$ cat src/rtl/dcache_miss_ctrl.sv
// dcache_miss_ctrl: hit/miss sequencer for the 2-way data cache SRAM.
// Optional perf counters: define DCACHE_MISS_CTRL_PERF_EN.
module dcache_miss_ctrl #(
  parameter int IDX_W  = 4,
  parameter int LINE_W = 256,
  parameter int WORD_W = 32
) (
  input  logic              clk_i,
  input  logic              rst_i,
  input  logic              cpu_req_i,
  input  logic              cpu_we_i,
  input  logic [31:0]       cpu_addr_i,
  input  logic [31:0]       cpu_data_i,
  output logic [31:0]       cpu_data_o,
  output logic              cpu_stall_o,
  output logic              sram_enable_o,
  output logic              sram_write_o,
  output logic [IDX_W-1:0]  sram_addr_o,
  output logic [24:0]       sram_tag_o,
  output logic [LINE_W-1:0] sram_data_o,
  input  logic [24:0]       sram_tag_i,
  input  logic [LINE_W-1:0] sram_data_i,
  input  logic              sram_hit_i,
  output logic              mem_req_o,
  output logic              mem_we_o,
  output logic [31:0]       mem_addr_o,
  output logic [LINE_W-1:0] mem_data_o,
  input  logic [LINE_W-1:0] mem_data_i,
  input  logic              mem_ack_i
`ifdef DCACHE_MISS_CTRL_PERF_EN
  ,
  output logic [31:0]       perf_hit_o,
  output logic [31:0]       perf_miss_o,
  output logic [31:0]       perf_wb_o
`endif
);

  localparam int OFS_W  = $clog2(LINE_W / 8);
  localparam int TAG_W  = 32 - IDX_W - OFS_W;
  localparam int WSEL_W = OFS_W - $clog2(WORD_W / 8);

  typedef enum logic [1:0] {
    IDLE,
    WB,
    REFILL,
    FILL
  } state_t;

  state_t state_q, state_d;

  logic [31-OFS_W:0]  req_line_q;
  logic [TAG_W-1:0]   vic_tag_q;
  logic [LINE_W-1:0]  vic_line_q;
  logic [LINE_W-1:0]  fill_line_q;
  logic               mem_req_q;
  logic               mem_we_q;

  logic [TAG_W-1:0]   cpu_tag;
  logic [IDX_W-1:0]   cpu_idx;
  logic [WSEL_W-1:0]  wsel;
  logic [TAG_W-1:0]   req_tag;
  logic [IDX_W-1:0]   req_idx;
  logic               miss;
  logic               dirty_vic;
  logic               ack;
  logic               unused_ok;

  assign cpu_tag   = cpu_addr_i[31 -: TAG_W];
  assign cpu_idx   = cpu_addr_i[OFS_W +: IDX_W];
  assign wsel      = cpu_addr_i[OFS_W-1 -: WSEL_W];
  assign req_tag   = req_line_q[31-OFS_W -: TAG_W];
  assign req_idx   = req_line_q[IDX_W-1:0];
  assign miss      = cpu_req_i & ~sram_hit_i;
  assign dirty_vic = sram_tag_i[TAG_W+1] & sram_tag_i[TAG_W];
  assign unused_ok = ^cpu_addr_i[1:0];

  // Acks are only meaningful while a request is actually outstanding.
  assign ack = mem_ack_i & mem_req_q &
               ((state_q == WB) | (state_q == REFILL));

  assign cpu_stall_o = cpu_req_i & ((state_q != IDLE) | ~sram_hit_i);
  assign mem_req_o   = mem_req_q;
  assign mem_we_o    = mem_we_q;
  assign mem_data_o  = vic_line_q;

  always_comb begin
    state_d       = state_q;
    sram_enable_o = 1'b0;
    sram_write_o  = 1'b0;
    sram_addr_o   = cpu_idx;
    sram_tag_o    = {2'b00, cpu_tag};
    sram_data_o   = sram_data_i;
    cpu_data_o    = '0;
    mem_addr_o    = '0;
    unique case (state_q)
      IDLE: begin
        sram_enable_o = cpu_req_i;
        cpu_data_o    = sram_data_i[wsel*WORD_W +: WORD_W];
        if (cpu_req_i & sram_hit_i & cpu_we_i) begin
          sram_write_o = 1'b1;
          sram_data_o[wsel*WORD_W +: WORD_W] = cpu_data_i;
        end
        if (miss)
          state_d = dirty_vic ? WB : REFILL;
      end
      WB: begin
        mem_addr_o = {vic_tag_q, req_idx, {OFS_W{1'b0}}};
        if (ack)
          state_d = REFILL;
      end
      REFILL: begin
        mem_addr_o = {req_tag, req_idx, {OFS_W{1'b0}}};
        if (ack)
          state_d = FILL;
      end
      FILL: begin
        sram_enable_o = 1'b1;
        sram_write_o  = 1'b1;
        sram_addr_o   = req_idx;
        sram_tag_o    = {2'b00, req_tag};
        sram_data_o   = fill_line_q;
        state_d       = IDLE;
      end
      default: state_d = IDLE;
    endcase
  end

  // Request drops for one cycle after every ack, even WB -> REFILL.
  always_ff @(posedge clk_i) begin
    if (rst_i) begin
      state_q     <= IDLE;
      mem_req_q   <= 1'b0;
      mem_we_q    <= 1'b0;
      req_line_q  <= '0;
      vic_tag_q   <= '0;
      vic_line_q  <= '0;
      fill_line_q <= '0;
    end else begin
      state_q   <= state_d;
      mem_req_q <= ((state_d == WB) | (state_d == REFILL)) & ~ack;
      mem_we_q  <= (state_d == WB);
      if ((state_q == IDLE) && miss) begin
        req_line_q <= cpu_addr_i[31:OFS_W];
        if (dirty_vic) begin
          vic_tag_q  <= sram_tag_i[TAG_W-1:0];
          vic_line_q <= sram_data_i;
        end
      end
      if ((state_q == REFILL) && ack)
        fill_line_q <= mem_data_i;
    end
  end

`ifdef DCACHE_MISS_CTRL_PERF_EN
  always_ff @(posedge clk_i) begin
    if (rst_i) begin
      perf_hit_o  <= '0;
      perf_miss_o <= '0;
      perf_wb_o   <= '0;
    end else begin
      if ((state_q == IDLE) && cpu_req_i && sram_hit_i)
        perf_hit_o <= perf_hit_o + 32'd1;
      if ((state_q == IDLE) && miss)
        perf_miss_o <= perf_miss_o + 32'd1;
      if ((state_q == WB) && ack)
        perf_wb_o <= perf_wb_o + 32'd1;
    end
  end
`endif

endmodule

$ cat config.mk
export PLATFORM = sky130hd
export DESIGN_NAME = dcache_miss_ctrl
export DESIGN_NICKNAME = d
export VERILOG_FILES = /design/src/rtl/dcache_miss_ctrl.sv
export SDC_FILE = /design/constraint.sdc
export NUM_CORES = 2
export LEC_CHECK = 0
export CAP_MARGIN = 25
export CORE_AREA = 2 2 473 475
export DETAILED_ROUTE_END_ITERATION = 7
export DIE_AREA = 0 0 475 477
export PLACE_DENSITY = 0.37
export SETUP_SLACK_MARGIN = 0.5
export SYNTH_ARGS = -nofsm -noshare
export SYNTH_HDL_FRONTEND = slang
export SYNTH_SLANG_ARGS = --single-unit
export TNS_END_PERCENT = 5
$ cat constraint.sdc
create_clock -name clk_i -period 5 [get_ports clk_i]
set_input_delay 0.75 -clock clk_i [delete_from_list [all_inputs] [get_ports clk_i]]
set_output_delay 0.75 -clock clk_i [all_outputs]
set_load 0.02 [all_outputs]
==> metrics.yaml <==
h-tree-depth: 3
p_per_area_nw_per_um2: 334
grt_pass1_vias: 31300
cp_slowest_cell: "clkdlybuf4s50_1"
cp-start-kind: "input pin"
routed.top_layer: "met5"
combPwrFrac_pct: 31.2
grt_pass1_wl_mm: 329
cap_violations: 0
root_buffer: "clkbuf_16"
path_cells: "clkdlybuf4s50_1 > and4_2 > nand3_1 > a21o_2 > a221o_1 > clkdlybuf4s50_1"
hold_path.class: "reg2reg"
max-vdd-ir-drop_mv: 0.228
syn_avg_cell_area_um2: 7.94
worstPathRequired_ns: 4.25
relSlewSlack_pct: 33.4
switching_share_pct: 35.3
crit_arrival_ns: 3.82
skew_ns: 0.0305
antenna_found_initial: 91
ctsHoldBuffers: 0
dieArea_um2: 227000
die_width_um: 475
start_util_pct: 12.1
finalCriticalPeriod_ns: 4.57
yosysUniqueCellTypes: 40
internal_power_uw: 10100
cp-end-kind: "primary output"
path_delay_family: "buffers and inverters"
cp.depth: 6
startpoint: "sram_hit_i"
hold-path-cell-count: 2
cts_buffers: 83
rsz0062_at_grt: "yes"
hold_viol_final: 0
yosysTopAreaCell: "dfxtp_1"
io_pins: 1217
place_inst: 7382
holdWs_ns: 0.449
wl_per_cell_um: 34.6
ys.flop_type: "dfxtp_1"
worst-path-buf-inv: 2
drv_slew: 0
r2r-start: "state_q[1]"
final_antenna_net_count: 0
grt-ovfl-total: 0
fin_cells: 7568
syn_area_um2: 26800
seq_area_frac_synth_pct: 42.3
met3WireLength_mm: 27.7
vias: 32200
critical_path_class: "in2out"
crit_path_frequent_cell: "clkdlybuf4s50_1"
p_sw_uw: 5500
track_usage_pct: 22.0
worstMarginPinSlew_ns: 0.999
syn2layout_area_growth_pct: 74.7
vias_per_cell: 4.26
nFillCells: 24700
dp_hpwl_mm: 207
rr_endpoint: "fill_line_q[50]"
synth_cells: 3371
clock.fmax_mhz: 219
timing.final.crit_share_pct: 91.4
nets: 5121
clockBufferDepth: 3
path_clk_slew_ns: 0.05
synth-edff-count: 0
setup_viol: 0
drt_first_pass_iters: 6
cts.sinks: 566
coreArea_um2: 221000
gp_congestion: 0.864
final_area_um2: 46800
rows: 173
drc_errors: 0
p_clk_share_pct: 39.0
yosysWarningCount: 0
r2r_cells: 8
critPathMaxFanout: 15
io_buffer_count: 1207
synth-async-reset-ratio_pct: 0
drt-met1-wl_mm: 113
grt_max_degree: 109
die_h_um: 477
drive_above_1_share_pct: 13.2
first_iter_violations: 2921
tns_ns: 0
worst_path_largest_cell_delay_ns: 0.93
crit_end: "sram_data_o[64]"
pwr-share-seq_pct: 29.8
wirelength_mm: 262
clock_latency_ns: 0.72
outcome: "finished, final reports clean"
route.met2.wl_mm: 114
ys_ff_latch: 566
cts_tree: "yes"
leakage_uw: 0.0159
synth_top_area_share_pct: 42.3
ff2ff_setup_slack_ns: 1.35
synthTopCellsByArea: "dfxtp_1 (42%), nand2_1 (16%), a21oi_1 (11%), a221o_1 (8.4%), mux4_2 (5.4%)"
placed_area_um2: 43800
==> worst min-delay path by stage <==
stage / startpoint / slack [ns] / to
6_report: fill_line_q[25] / 0.45 / fill_line_q[25]
5_1_grt: fill_line_q[218] / 0.46 / fill_line_q[218]
4_1_cts: fill_line_q[204] / 0.45 / fill_line_q[204]
3_5_place_dp: fill_line_q[204] / 0.44 / fill_line_q[204]
3_3_place_gp: fill_line_q[212] / 0.44 / fill_line_q[212]
2_1_floorplan: fill_line_q[0] / 0.43 / fill_line_q[0]
==> what timing repair did <==
item	4_1_cts	5_1_grt
gates cloned	0	3
setup buffers	2	5
resized for setup	5	12
pin swaps	1	3
setup endpoints to repair	168	142
==> metrics by stage <==
step                utilization (%)  setup slack, ns  power, µW
floorplan                         -            0.900       6300
global placement               19.8            0.114       9580
detailed placement             19.8            0.148       9570
CTS                            21.0            0.364      15800
global route                   21.1            0.379      16100
finish                         21.1            0.428      15600
==> flip-flops by register name (all words and copies together), names as in the netlist <==
register     cells
mem_we_o         1
mem_req_o        1
fill_line_q    256
req_line_q      27
vic_tag_q       23
state_q          2
mem_data_o     256
==> synthesized netlist by cell type (12+ instances only) <==
cell type	instances
nor3_1	15
a221o_1	224
a22oi_1	23
buf_1	12
ha_1	12
dfxtp_1	566
nand2_1	1137
mux4_2	64
a22o_1	65
nor2_1	135
and2_1	88
clkbuf_1	187
mux2_2	27
buf_2	101
nand2b_1	25
nor2b_1	29
a21o_1	40
a21oi_1	565
==> power groups by stage <==
| stage | sequential [µW] | combinational (µW) | clock, µW |
|---|---|---|---|
| 2_1_floorplan | 4790 | 1510 | 0 |
| 3_3_place_gp | 4740 | 4840 | 0 |
| 3_5_place_dp | 4740 | 4830 | 0 |
| 4_1_cts | 4650 | 4880 | 6300 |
| 5_1_grt | 4650 | 5040 | 6420 |
| 6_report | 4650 | 4870 | 6080 |
==> layout make-up <==
class / count / area (µm²) / area share (%)
antenna: 29 / 72.6 / 0.155
clock buffer: 120 / 2360 / 5.04
clock inverter: 27 / 302 / 0.645
inverter: 5 / 18.8 / 0.0401
multi-input combinational: 2494 / 14200 / 30.4
sequential: 566 / 11300 / 24.2
tap: 2975 / 3720 / 7.96
timing repair buffer: 1352 / 14700 / 31.5
==> tightest hold or removal path, cell delays in order (launching register included) <==
cell     delay (ns)
dfxtp_1        0.30
nand2_1        0.05
a21oi_1        0.05
==> layout by cell type (no fill, tap or decap), drive strengths merged, types with 7 or more instances in the layout <==
master            n
a21o             42
a21oi           565
a221o           224
a22o             65
a22oi            23
and2             88
buf             356
clkbuf          121
clkdlybuf4s50   994
clkinv           14
conb              7
dfxtp           566
diode            29
ha               12
inv              10
mux2             27
mux4             64
nand2          1139
nand2b           25
nand3             8
nor2            135
nor2b            29
nor3             15
==> cell families after synthesis <==
| group | synth area share, % |
|---|---|
| simple gates | 22.3 |
| other cells | 0.0140 |
| mux | 6.52 |
| fa+ha+maj | 0.561 |
| flops | 42.3 |
| compound gates | 23.0 |
| buf+inv | 5.21 |
==> routing by layer <==
metal	global-route usage, %	up-vias
met3	8.38	284
met4	5.15	42
met1	28.7	16200
met5	0	-
li1	-	14000
met2	33.9	1721
No activity file was read; power rests on OpenSTA's default activity.
